## src/rtl/captura_operacion_if.sv

```systemverilog
// Keypad-to-calculator link: key code/select from the cursor block, display value and status back.
interface captura_operacion_if #(
    parameter int W = 16
);
    logic [4:0]   Pos;
    logic         sel;
    logic [W-1:0] display;
    logic [2:0]   ndig;
    logic [2:0]   op_pend;
    logic         busy;
    logic         err;

    modport master (output Pos, sel, input display, ndig, op_pend, busy, err);
    modport slave  (input Pos, sel, output display, ndig, op_pend, busy, err);
endinterface

```

## src/rtl/captura_operacion.sv

```systemverilog
// Hex keypad calculator: two operands, + - x / with a restoring divider, registered display/status.
// Define SQRT_EN to build the 8-step integer square root (key 9); undefined, key 9 is a no-op.
module captura_operacion #(
    parameter int NDIG    = 4,
    parameter int DIV_CYC = 16
) (
    input logic                clk,
    input logic                rst_n,
    captura_operacion_if.slave bus
);
    localparam int W  = 4 * NDIG;
    localparam int CW = $clog2(DIV_CYC + 1);
    localparam logic [CW-1:0] DIV_LAST = CW'(DIV_CYC);
    localparam logic [2:0] ND_MAX = 3'(NDIG);
    localparam logic [4:0] K_EQ = 5'd4, K_BS = 5'd14, K_AC = 5'd19, K_CE = 5'd24;
    localparam logic [2:0] OP_NONE = 3'd0, OP_ADD = 3'd1, OP_SUB = 3'd2, OP_MUL = 3'd3, OP_DIV = 3'd4;
`ifdef SQRT_EN
    localparam logic [4:0] K_RAIZ = 5'd9;
    localparam logic [2:0] OP_SQRT = 3'd5;
    localparam logic [CW-1:0] SQ_LAST = CW'(W / 2);
`endif

    typedef enum logic [2:0] {ENT_A, ENT_B, CALC, RES, ERR} state_t;

    state_t        state_q;
    logic [W-1:0]  a_q, b_q, disp_q, rem_q, quo_q;
    logic [2:0]    nd_q, op_q;
    logic          busy_q, err_q;
    logic [CW-1:0] cnt_q;
`ifdef SQRT_EN
    logic [W/2-1:0] root_q;
`endif

    logic       is_dig, is_op, clr_all;
    logic [3:0] dig;
    logic [2:0] op_key;

    // Keypad layout maps four rows of codes onto hex digit groups.
    always_comb begin
        is_dig = 1'b1;
        dig    = '0;
        if (bus.Pos >= 5'd20 && bus.Pos <= 5'd23)      dig = 4'(bus.Pos - 5'd20);
        else if (bus.Pos >= 5'd15 && bus.Pos <= 5'd18) dig = 4'(bus.Pos - 5'd11);
        else if (bus.Pos >= 5'd10 && bus.Pos <= 5'd13) dig = 4'(bus.Pos - 5'd2);
        else if (bus.Pos >= 5'd5 && bus.Pos <= 5'd8)   dig = 4'(bus.Pos + 5'd7);
        else                                           is_dig = 1'b0;
    end

    assign is_op   = (bus.Pos <= 5'd3);
    assign op_key  = 3'(bus.Pos + 5'd1);
    assign clr_all = bus.sel && (state_q != CALC) &&
                     ((bus.Pos == K_AC) || ((bus.Pos == K_CE) && (state_q == RES || state_q == ERR)));

    logic [W:0]     sum, dif, div_sh;
    logic [2*W-1:0] prod;
    logic           div_ge, calc_done, calc_err;
    logic [W-1:0]   calc_res;

    assign sum    = {1'b0, a_q} + {1'b0, b_q};
    assign dif    = {1'b0, a_q} - {1'b0, b_q};
    assign prod   = {{W{1'b0}}, a_q} * {{W{1'b0}}, b_q};
    assign div_sh = {rem_q, quo_q[W-1]};
    assign div_ge = (div_sh >= {1'b0, b_q});

`ifdef SQRT_EN
    logic [W-1:0] sq_sh, sq_trial;
    logic         sq_ge;
    assign sq_sh    = {rem_q[W-3:0], quo_q[W-1:W-2]};
    assign sq_trial = {{(W/2-2){1'b0}}, root_q, 2'b01};
    assign sq_ge    = (sq_sh >= sq_trial);
`endif

    always_comb begin
        calc_done = 1'b1;
        calc_err  = 1'b0;
        calc_res  = a_q;
        case (op_q)
            OP_ADD: begin calc_err = sum[W]; calc_res = sum[W-1:0]; end
            OP_SUB: begin calc_err = dif[W]; calc_res = dif[W-1:0]; end
            OP_MUL: begin calc_err = |prod[2*W-1:W]; calc_res = prod[W-1:0]; end
            OP_DIV: begin
                calc_err  = (b_q == '0);
                calc_done = calc_err || (cnt_q == DIV_LAST);
                calc_res  = quo_q;
            end
`ifdef SQRT_EN
            OP_SQRT: begin
                calc_done = (cnt_q == SQ_LAST);
                calc_res  = {{(W/2){1'b0}}, root_q};
            end
`endif
            default: ;
        endcase
    end

    always_ff @(posedge clk or negedge rst_n) begin
        if (!rst_n) begin
            state_q <= ENT_A;
            a_q     <= '0;
            b_q     <= '0;
            disp_q  <= '0;
            rem_q   <= '0;
            quo_q   <= '0;
            nd_q    <= '0;
            op_q    <= OP_NONE;
            busy_q  <= 1'b0;
            err_q   <= 1'b0;
            cnt_q   <= '0;
`ifdef SQRT_EN
            root_q  <= '0;
`endif
        end else if (state_q == CALC) begin
            if (calc_done) begin
                busy_q <= 1'b0;
                op_q   <= OP_NONE;
                nd_q   <= '0;
                if (calc_err) begin
                    state_q <= ERR;
                    err_q   <= 1'b1;
                    disp_q  <= '0;
                end else begin
                    state_q <= RES;
                    a_q     <= calc_res;
                    disp_q  <= calc_res;
                end
            end else begin
                cnt_q <= cnt_q + 1'b1;
                if (op_q == OP_DIV) begin
                    rem_q <= div_ge ? W'(div_sh - {1'b0, b_q}) : div_sh[W-1:0];
                    quo_q <= {quo_q[W-2:0], div_ge};
                end
`ifdef SQRT_EN
                else begin
                    rem_q  <= sq_ge ? sq_sh - sq_trial : sq_sh;
                    quo_q  <= {quo_q[W-3:0], 2'b00};
                    root_q <= {root_q[W/2-2:0], sq_ge};
                end
`endif
            end
        end else begin
            // Iteration registers track A while idle, so every entry into CALC starts preloaded.
            quo_q <= a_q;
            rem_q <= '0;
            cnt_q <= '0;
`ifdef SQRT_EN
            root_q <= '0;
`endif
            if (clr_all) begin
                state_q <= ENT_A;
                a_q     <= '0;
                b_q     <= '0;
                disp_q  <= '0;
                nd_q    <= '0;
                op_q    <= OP_NONE;
                err_q   <= 1'b0;
            end else if (bus.sel) begin
                case (state_q)
                    ENT_A: begin
                        if (is_dig) begin
                            if (nd_q < ND_MAX) begin
                                a_q    <= {a_q[W-5:0], dig};
                                disp_q <= {a_q[W-5:0], dig};
                                nd_q   <= nd_q + 3'd1;
                            end
                        end else if (bus.Pos == K_BS) begin
                            a_q    <= a_q >> 4;
                            disp_q <= a_q >> 4;
                            nd_q   <= (nd_q == '0) ? '0 : nd_q - 3'd1;
                        end else if (is_op) begin
                            op_q    <= op_key;
                            b_q     <= '0;
                            disp_q  <= '0;
                            nd_q    <= '0;
                            state_q <= ENT_B;
                        end else if (bus.Pos == K_CE) begin
                            a_q    <= '0;
                            disp_q <= '0;
                            nd_q   <= '0;
                        end
`ifdef SQRT_EN
                        else if (bus.Pos == K_RAIZ) begin
                            op_q    <= OP_SQRT;
                            busy_q  <= 1'b1;
                            state_q <= CALC;
                        end
`endif
                    end
                    ENT_B: begin
                        if (is_dig) begin
                            if (nd_q < ND_MAX) begin
                                b_q    <= {b_q[W-5:0], dig};
                                disp_q <= {b_q[W-5:0], dig};
                                nd_q   <= nd_q + 3'd1;
                            end
                        end else if (bus.Pos == K_BS) begin
                            b_q    <= b_q >> 4;
                            disp_q <= b_q >> 4;
                            nd_q   <= (nd_q == '0) ? '0 : nd_q - 3'd1;
                        end else if (is_op) begin
                            if (nd_q == '0) op_q <= op_key;
                        end else if (bus.Pos == K_EQ) begin
                            if (nd_q == '0) b_q <= '0;
                            busy_q  <= 1'b1;
                            state_q <= CALC;
                        end else if (bus.Pos == K_CE) begin
                            b_q    <= '0;
                            disp_q <= '0;
                            nd_q   <= '0;
                        end
                    end
                    RES: begin
                        if (is_dig) begin
                            a_q     <= {{(W-4){1'b0}}, dig};
                            disp_q  <= {{(W-4){1'b0}}, dig};
                            nd_q    <= 3'd1;
                            state_q <= ENT_A;
                        end else if (is_op) begin
                            op_q    <= op_key;
                            b_q     <= '0;
                            disp_q  <= '0;
                            nd_q    <= '0;
                            state_q <= ENT_B;
                        end
`ifdef SQRT_EN
                        else if (bus.Pos == K_RAIZ) begin
                            op_q    <= OP_SQRT;
                            busy_q  <= 1'b1;
                            state_q <= CALC;
                        end
`endif
                    end
                    default: ;
                endcase
            end
        end
    end

    assign bus.display = disp_q;
    assign bus.ndig    = nd_q;
    assign bus.op_pend = op_q;
    assign bus.busy    = busy_q;
    assign bus.err     = err_q;
endmodule

```

## src/flat_wrapper.sv

```systemverilog
// flat-port wrapper written by rule: the top's interface ports become plain ports
module captura_operacion_flat 
#(
    parameter int NDIG    = 4,
    parameter int DIV_CYC = 16
)
  (clk, rst_n, bus_Pos, bus_sel, bus_display, bus_ndig, bus_op_pend, bus_busy, bus_err);
  captura_operacion_if bus_i ();
  input logic clk;
  input logic rst_n;
  input wire logic [$bits(bus_i.Pos)-1:0] bus_Pos;
  input wire logic [$bits(bus_i.sel)-1:0] bus_sel;
  output wire logic [$bits(bus_i.display)-1:0] bus_display;
  output wire logic [$bits(bus_i.ndig)-1:0] bus_ndig;
  output wire logic [$bits(bus_i.op_pend)-1:0] bus_op_pend;
  output wire logic [$bits(bus_i.busy)-1:0] bus_busy;
  output wire logic [$bits(bus_i.err)-1:0] bus_err;
  assign bus_i.Pos = bus_Pos;
  assign bus_i.sel = bus_sel;
  assign bus_display = bus_i.display;
  assign bus_ndig = bus_i.ndig;
  assign bus_op_pend = bus_i.op_pend;
  assign bus_busy = bus_i.busy;
  assign bus_err = bus_i.err;
  captura_operacion #(.NDIG(NDIG), .DIV_CYC(DIV_CYC)) u_core (.clk(clk), .rst_n(rst_n), .bus(bus_i));
endmodule
```

## config.mk

```make
export PLATFORM = sky130hd
export DESIGN_NAME = captura_operacion_flat
export DESIGN_NICKNAME = d
export VERILOG_FILES = /design/src/rtl/captura_operacion_if.sv /design/src/rtl/captura_operacion.sv /design/src/flat_wrapper.sv
export SDC_FILE = /design/constraint.sdc
export NUM_CORES = 1
export LEC_CHECK = 0
export ABC_AREA = 1
export CORE_ASPECT_RATIO = 1.1
export CORE_MARGIN = 4
export CORE_UTILIZATION = 55
export DETAILED_ROUTE_END_ITERATION = 12
export PLACE_DENSITY = 0.73
export REMOVE_ABC_BUFFERS = 1
export SYNTH_ARGS = -nofsm -noshare
export SYNTH_HDL_FRONTEND = slang
export SYNTH_SLANG_ARGS = --single-unit
```

## constraint.sdc

```tcl
create_clock -name clk -period 6.9 [get_ports clk]
set_input_delay 1.38 -clock clk [delete_from_list [all_inputs] [get_ports clk]]
set_output_delay 1.38 -clock clk [all_outputs]
set_load 0.03 [all_outputs]
```

* After elaboration in Yosys (flattened, before gate mapping)
Index checks and enable logic that the tools add are counted.
Word-level totals: logic and storage cells 231, register bits after elaboration 96, memories 0, input bits 8, bits in read-only memories 0, output and inout port bits 24, latch bits 0, memory bits (writable) 0
Cells by class: multipliers 1, bitwise gates (word level) 1, $add $sub $neg 11, reductions and logical operators 32, mux-type cells 117, shifts and indexed selects 0, divide/modulo/power cells 0, equality and inequality tests 47, $lt $le $gt $ge 11
Operators by type and width (number):
- two-way mux 16 bit | 45
- two-way mux 3 bit | 40
- case mux 16 bit (3 select lines) | 2
- case mux 16 bit (4 select lines) | 1
- multiplier 16 x 16 -> 32 bit | 1
- case mux 16 bit (2 select lines) | 1
- case mux 3 bit (3 select lines) | 3
- AND reduction 8 bit | 3
- != test 4 bit, second input constant | 5
- AND reduction 10 bit | 2
- two-way mux 1 bit | 18
- adder 16 x 16 -> 17 bit | 1
- greater-or-equal comparator 17 x 16 -> 1 bit | 1
- subtractor 16 x 16 -> 17 bit | 1
- zero test 16 bit | 1
- two-way mux 4 bit | 4
- OR reduction 16 bit | 1
- subtractor 16 bit | 1
- == test 5 bit, second input constant | 3
- == test 3 x 2 -> 1 bit, second input constant | 4
- != test 2 bit, second input constant | 6
- != test 4 x 1 -> 1 bit, second input constant | 3
- != test 4 x 2 -> 1 bit, second input constant | 3
- != test 6 x 1 -> 1 bit, second input constant | 2
- 40 further kinds | 68

* Logic depth before layout (Yosys ltp)
Gate-level depths: netlist of the first run.
word-level depth 12, gate-level depth with buffers 39, mapped depth without buffers 36

* Worst setup path before layout of the first run
Ideal clock, no wire load.
kind register -> register, start register u_core.a_q[10], end register u_core.a_q[10], stages on the path, launching flop included 33, buffers on the path 3, clock period less this slack 6.316 ns, setup slack 0.584 ns, data arrival time 6.199 ns, data required time 6.783 ns, library setup time 0.117 ns, path through dfrtp_1 clkbuf_1 clkbuf_1 nand2_1 fa_1 fa_1 inv_1 fa_1 inv_1 fa_1 fa_1 fa_1 inv_1 ha_1 nand2_1 nor2_1 inv_1 nor2_1 and2_1 nand2_1 nand3_1 nand2_1 inv_1 nand3_1 nor2_1 nand2_1 nand2_2 nand3_1 nand2_2 nand2_4 buf_6 nand2_1 nand2_1
Between the ends: longest elaborated chain between the ends 5, elaborated cells between the ends (all ways) 11, those cells by class add/sub: 2; mul: 1; eq/ne: 1; mux: 5; reduce/logical: 2
RTL lines:
- start, declared | RTL line captura_operacion.sv:26 | logic [W-1:0] a_q, b_q, disp_q, rem_q, quo_q;
- start signal, assigned | RTL line captura_operacion.sv:123 | a_q <= calc_res;
- start signal, assigned | RTL line captura_operacion.sv:161 | a_q <= {a_q[W-5:0], dig};
- start signal, assigned | RTL line captura_operacion.sv:166 | a_q <= a_q >> 4;
- multiplier 16 x 16 -> 32 bit, or another cell as far along | RTL line captura_operacion.sv:61 | assign prod = {{W{1'b0}}, a_q} * {{W{1'b0}}, b_q};
- OR reduction 16 bit / case mux 16 bit (4 select lines) (equally long branches) | RTL line captura_operacion.sv:80, captura_operacion.sv:77
- case mux 1 bit (4 select lines) / two-way mux 16 bit (equally long branches) | RTL line captura_operacion.sv:77, captura_operacion.sv:117
- != test 2 bit (no line) / two-way mux 16 bit (equally long branches)
- AND reduction 8 bit (no line) / two-way mux 16 bit (equally long branches)
Several ways; a longest one is shown, not always the timed one. The select of a mux whose other input is x is not followed. A chain may end at the register's enable or synchronous reset.

* Worst setup path in the final report of the first run
start register u_core.a_q[8], end register u_core.a_q[15]
Same word-level chain as after synthesis.

==> out/metrics.yaml, run 1 <==
floorplan:
  die_area_sq_um: 36900
  coreArea_sq_um: 33400
  die_y_microns: 201
  io_pins: 32
  die_w_microns: 184
  start_util: 0.559
  std_cell_rows: 70
synthesis:
  async_flop_share: 1.00
  avgSynthCellArea_sq_um: 6.70
  synth.top_cell.area_share: 0.212
  synth_seq_cells: 96
  seq_area_frac_synth: 0.129
  ys_warn_count: 0
  ys.flop_type: "dfrtp_1"
  netlist_area_sq_um: 18600
  synth_cell_types: 61
  ys_top_cells_by_count: "797 x nand2_1, 580 x inv_1, 197 x fa_1, 172 x ha_1, 143 x nor2_1"
  synth_area_leaders: "fa_1 21%, nand2_1 16%, dfrtp_1 13%, inv_1 12%, ha_1 12%"
  synth.most_common_cell: "nand2_1"
  synth-edff-count: 0
  yosys.area.top_type: "fa_1"
  syn_inst: 2782
layout:
  fin_nets: 3167
  design_area_sq_um: 20100
  areaGrowthSynthToFinish_pct: 7.96
  antenna_cells: 0
  multiInputGateArea_sq_um: 13600
  fillerInstances: 3141
  regArea_sq_um: 2430
  layout-drive-gt1-share: 0.0669
global_route:
  grt_antenna_before_repair: 0
  globalRouteOverflowTotal: 0
  grt_max_degree: 60
  grt_pass1_vias: 18659
  track_usage: 0.357
  grt_pass1_wl_mm: 104
route:
  finalWirelength_mm: 66.3
  wl_per_cell_microns: 20.5
  drt_iter0_markers: 1815
  drc: 0
  first_pass_iters: 7
  num_vias: 18750
  avgViaCountPerCell: 5.81
  ant_nets: 0
timing:
  slew_violations: 0
  finClkSkew_ns: 0.0144
  max_slew_margin: 0.271
  fmax_mhz: 150
  setup_ws_ns: 0.242
  finalCriticalPeriod_ns: 6.66
  setup_viol: 0
  finalCritPeriodShare: 0.965
  tightestPinTransition_ns: 1.09
  hold_viol: 0
  tns_ns: 0
job:
  maxCapViolations: 0
cts:
  clk_latency_ns: 0.37
  htree_levels: 3
  clk_pin_slew_ns: 0.07
  numCtsBuffers: 9
  cts_tree: "yes"
  clock_sinks: 96
  cts_buffer_depth: 2
  clock-root-buffer: "clkbuf_16"
hold_path:
  hold_end: "u_core.rem_q[15]"
  hold_start: "u_core.rem_q[15]"
  holdPathStages: 2
  min_path_type: "flop to flop"
worst_setup_path:
  critPathMaxStageDelay_ns: 0.54
  rrSetupSlack_ns: 0.24
  crit_slowest_cell: "fa_1"
  critPathLaunchType: "flop"
  crit_required_ns: 7.16
  crit_type: "flop to flop"
  cp.arrival_ns: 6.92
  timing.rr.end: "u_core.a_q[15]"
  path_max_fanout: 13
  r2r_cells: 29
  r2r-start: "u_core.a_q[8]"
  crit_path_end_kind: "flop"
placed_design:
  dp_hpwl_mm: 52.6
  post-place-ws_ns: -0.368
  finalWeightedCongestion: 1.03
  place_area_sq_um: 19600
  portBuffers: 31
run_status:
  outcome: "finished clean"
[worst max path at each step]
stage,startpoint,endpoint,slack [ns],cells past startpoint
after floorplan,u_core.a_q[7],u_core.a_q[1],0.61,32
after global placement,u_core.a_q[5],u_core.a_q[15],-0.20,27
after detailed placement,u_core.a_q[5],u_core.a_q[15],-0.37,27
after CTS,u_core.a_q[8],u_core.a_q[15],0.01,29
after global routing,u_core.a_q[6],u_core.a_q[8],-0.008,30
final,u_core.a_q[8],u_core.a_q[15],0.24,29
[kinds of logic (layout without fill, tap and decap cells)]
family / count (synthesis) / count (layout) / share of synthesized area
xor+xnor: 22 / 22 / 0.0103
flops: 96 / 96 / 0.129
compound gates: 392 / 392 / 0.120
buf+inv: 715 / 728 / 0.146
simple gates: 1188 / 1188 / 0.267
fa+ha+maj: 369 / 369 / 0.327
[stage by stage]
step | util | hold WS (ns) | cells
3_5_place_dp | 0.587 | 0.480 | 3199
5_1_grt | 0.603 | 0.544 | 3227
2_1_floorplan | - | 0.454 | 2661
3_3_place_gp | 0.587 | 0.467 | 3199
6_report | 0.603 | 0.489 | 3227
4_1_cts | 0.596 | 0.494 | 3215
[state kept, by name, summed over array words and instances, names as in the netlist]
signal	flops
u_core.bus.ndig	3
u_core.bus.op_pend	3
u_core.bus.err	1
u_core.a_q	16
u_core.b_q	16
u_core.rem_q	16
u_core.state_q	3
u_core.bus.display	16
u_core.bus.busy	1
u_core.quo_q	16
u_core.cnt_q	5
[routing by layer]
layer	GRT usage	share of wire	vias up
met5	0	0	-
met4	0.182	0.064	0
met3	0.0519	0.083	229
met2	0.591	0.47	979
met1	0.453	0.38	8905
li1	-	-	8637
[final cells by class]
class,instances,share of cell area
tap,432,0.0269
timing repair buffer,118,0.0497
inverter,594,0.111
clock buffer,11,0.0116
sequential,96,0.121
multi-input combinational,1971,0.676
clock inverter,5,0.00404
[layout by cell type, fill, tap and decap left out, types with 9 or more instances in the layout]
master	n
a21oi_1	138
buf_4	82
clkbuf_16	9
clkdlybuf4s50_1	30
dfrtp_1	77
dfrtp_2	18
fa_1	197
ha_1	165
inv_1	580
inv_2	11
nand2_1	795
nand3_1	131
nand3b_1	14
nand4_1	38
nor2_1	137
nor2_2	10
nor3_1	16
o211ai_1	14
o21ai_0	135
o21ai_1	16
o221ai_1	14
o22ai_1	10
xor2_1	15
[critical path: cells and delay by family, from the launching register on]
family          cells  cell delay [ns]
compound gates      4             0.50
fa+ha+maj           7             3.40
simple gates       10             1.41
buf+inv             8             0.78
flops               1             0.44
[timing repair]
item	in CTS	in global routing
resized for setup	4	43
hold buffers	0	0
pin swaps	0	1
setup endpoints to repair	33	36
setup buffers	0	12
Power of run 1 is left out: the tool's default activity adds up to more than one toggle a clock period on the data nets, which glitch-free logic cannot reach.
==> inputs of run 2 (changes only) <==
Settings changed: DONT_BUFFER_PORTS from default to 1, PLACE_DENSITY 0.73 to 0.71, SLEW_MARGIN from default to 25.
==> out/metrics.yaml, run 2 (same netlist as run 1, synthesis figures left out) <==
layout:
  antenna_cells: 0  # unchanged
  final_cell_mix: "796 x nand2_1, 579 x inv_1, 197 x fa_1"
  final_common_cell: "nand2_1"
  fin_nets: 3160  # -0.22%
  areaGrowthSynthToFinish_pct: 6.89
  utilization: 0.597  # -0.00600
  fillerInstances: 3266  # +4.0%
  layout-drive-gt1-share: 0.0739  # +0.00698
cts:
  cts_tree: "yes"
  cts_buffer_depth: 2  # unchanged
  clock-root-buffer: "clkbuf_16"
  numCtsBuffers: 9  # unchanged
  clk_latency_ns: 0.38  # about the same
  postCtsHoldBufs: 0  # unchanged
  clk_pin_slew_ns: 0.07  # about the same
  htree_levels: 3  # unchanged
  clock_sinks: 96  # unchanged
placed_design:
  portBuffers: 0  # -100%
  finalWeightedCongestion: 1.02  # -1.7%
  dp_hpwl_mm: 52.6  # -0.11%
timing:
  finalCriticalPeriod_ns: 6.60  # -0.0568 ns
  fmax_mhz: 151  # +0.86%
  tightestPinTransition_ns: 0.954  # -0.137 ns
  slew_violations: 0  # unchanged
  max_slew_margin: 0.362  # +0.0911
  rsz0062_at_grt: "no"
  setup_viol: 0  # unchanged
  finalCritPeriodShare: 0.957  # -0.00823
  hold_viol: 0  # unchanged
  finClkSkew_ns: 0.0150  # +0.000620 ns
  fin_hold_ws_ns: 0.493  # +0.00348 ns
route:
  avgViaCountPerCell: 5.77  # -0.74%
  wl_per_cell_microns: 20.2  # -1.5%
  ant_nets: 0  # unchanged
  num_vias: 18571  # -0.95%
  finalWirelength_mm: 65.1  # -1.7%
  first_pass_iters: 5  # -2
  drc: 0  # unchanged
  drt_iter0_markers: 1680  # -7.4%
worst_setup_path:
  cp.arrival_ns: 6.90  # -0.02 ns
  r2r-start: "u_core.a_q[8]"
  crit_required_ns: 7.20  # +0.04 ns
  crit_type: "flop to flop"
  critPathMaxStageDelay_ns: 0.53  # about the same
  crit_path_end_kind: "flop"
  critPathLaunchType: "flop"
  cp_common_cell: "inv_1"
  path_max_fanout: 9  # -4
  crit_path_start: "u_core.a_q[8]"
  crit_slowest_cell: "fa_1"
global_route:
  track_usage: 0.352  # -0.00507
  grt_pass1_vias: 18429  # -1.2%
  globalRouteOverflowTotal: 0  # unchanged
  grt_pass1_wl_mm: 102  # -1.8%
  grt_max_degree: 97  # +62%
  grt_antenna_before_repair: 2  # +2
hold_path:
  hold_start: "u_core.rem_q[15]"
  min_path_type: "flop to flop"
floorplan:
  die_y_microns: 201  # unchanged
  coreArea_sq_um: 33400  # unchanged
  die_w_microns: 184  # unchanged
  die_area_sq_um: 36900  # unchanged
  io_pins: 32  # unchanged
  start_util: 0.559  # unchanged
  std_cell_rows: 70  # unchanged
job:
  maxCapViolations: 0  # unchanged
run_status:
  outcome: "finished clean"
run 2: cell count changes in the layout (fill, tap and decap cells not counted), moves of 2 or more:
cell / before / now
nand3_2: 5 / 3
nand3_1: 131 / 133
ha_4: 3 / 0
inv_6: 0 / 2
ha_1: 165 / 169
buf_4: 82 / 106
clkbuf_1: 2 / 0
clkdlybuf4s50_1: 30 / 0
run 2: layout make-up:
type / instances / area, sq um / area share
clock buffers: 10 / 239 / 0.0120
clock inverters: 6 / 65.1 / 0.00326
inverters: 594 / 2230 / 0.112
multi-input cells: 1971 / 13600 / 0.680
flip-flops and latches: 96 / 2430 / 0.122
well taps: 432 / 541 / 0.0271
repair buffers: 111 / 870 / 0.0436
run 2: worst paths after layout:
path | end | slack, ns | cells after the start
max | u_core.a_q[7] | 0.30 | 33
min | u_core.rem_q[15] | 0.49 | 2
max reg2reg | u_core.a_q[7] | 0.30 | 33
min reg2reg | u_core.rem_q[15] | 0.49 | 2
max in group asynchronous | u_core.rem_q[12] | 6.02 | 0
min in group asynchronous | u_core.bus.ndig[0] | 0.69 | 0
run 2: per-layer routing:
layer	GRT usage	vias up	share of wire
met1	0.447	8869	0.39
met2	0.586	863	0.48
li1	-	8609	-
met3	0.0421	226	0.073
met4	0.184	4	0.063
met5	0	-	0.00043
run 2: critical path, delay by kind of cell, from the launching register on:
kind	cells	cell delay [ns]
simple gates	17	1.89
fa+ha+maj	7	3.42
buf+inv	9	0.79
flops	1	0.45
run 2: stage by stage:
step                cells  area [sq um]  worst slack, ns  setup TNS [ns]
detailed placement   3192         19500          -0.0111         -0.0352
finish               3220         19900            0.299               0
floorplan            2661         18100            0.609               0
global route         3220         19900          0.00661               0
CTS                  3208         19800           0.0539               0
global placement     3192         19500            0.122               0
run 2: timing repair:
action | in CTS | in global routing
setup buffers | 0 | 12
setup endpoints to repair | 11 | 36
endpoints found under the hold margin | 0 | 0
cloned | 0 | 0
resized for setup | 2 | 36
Power of run 2 is left out for the same reason.
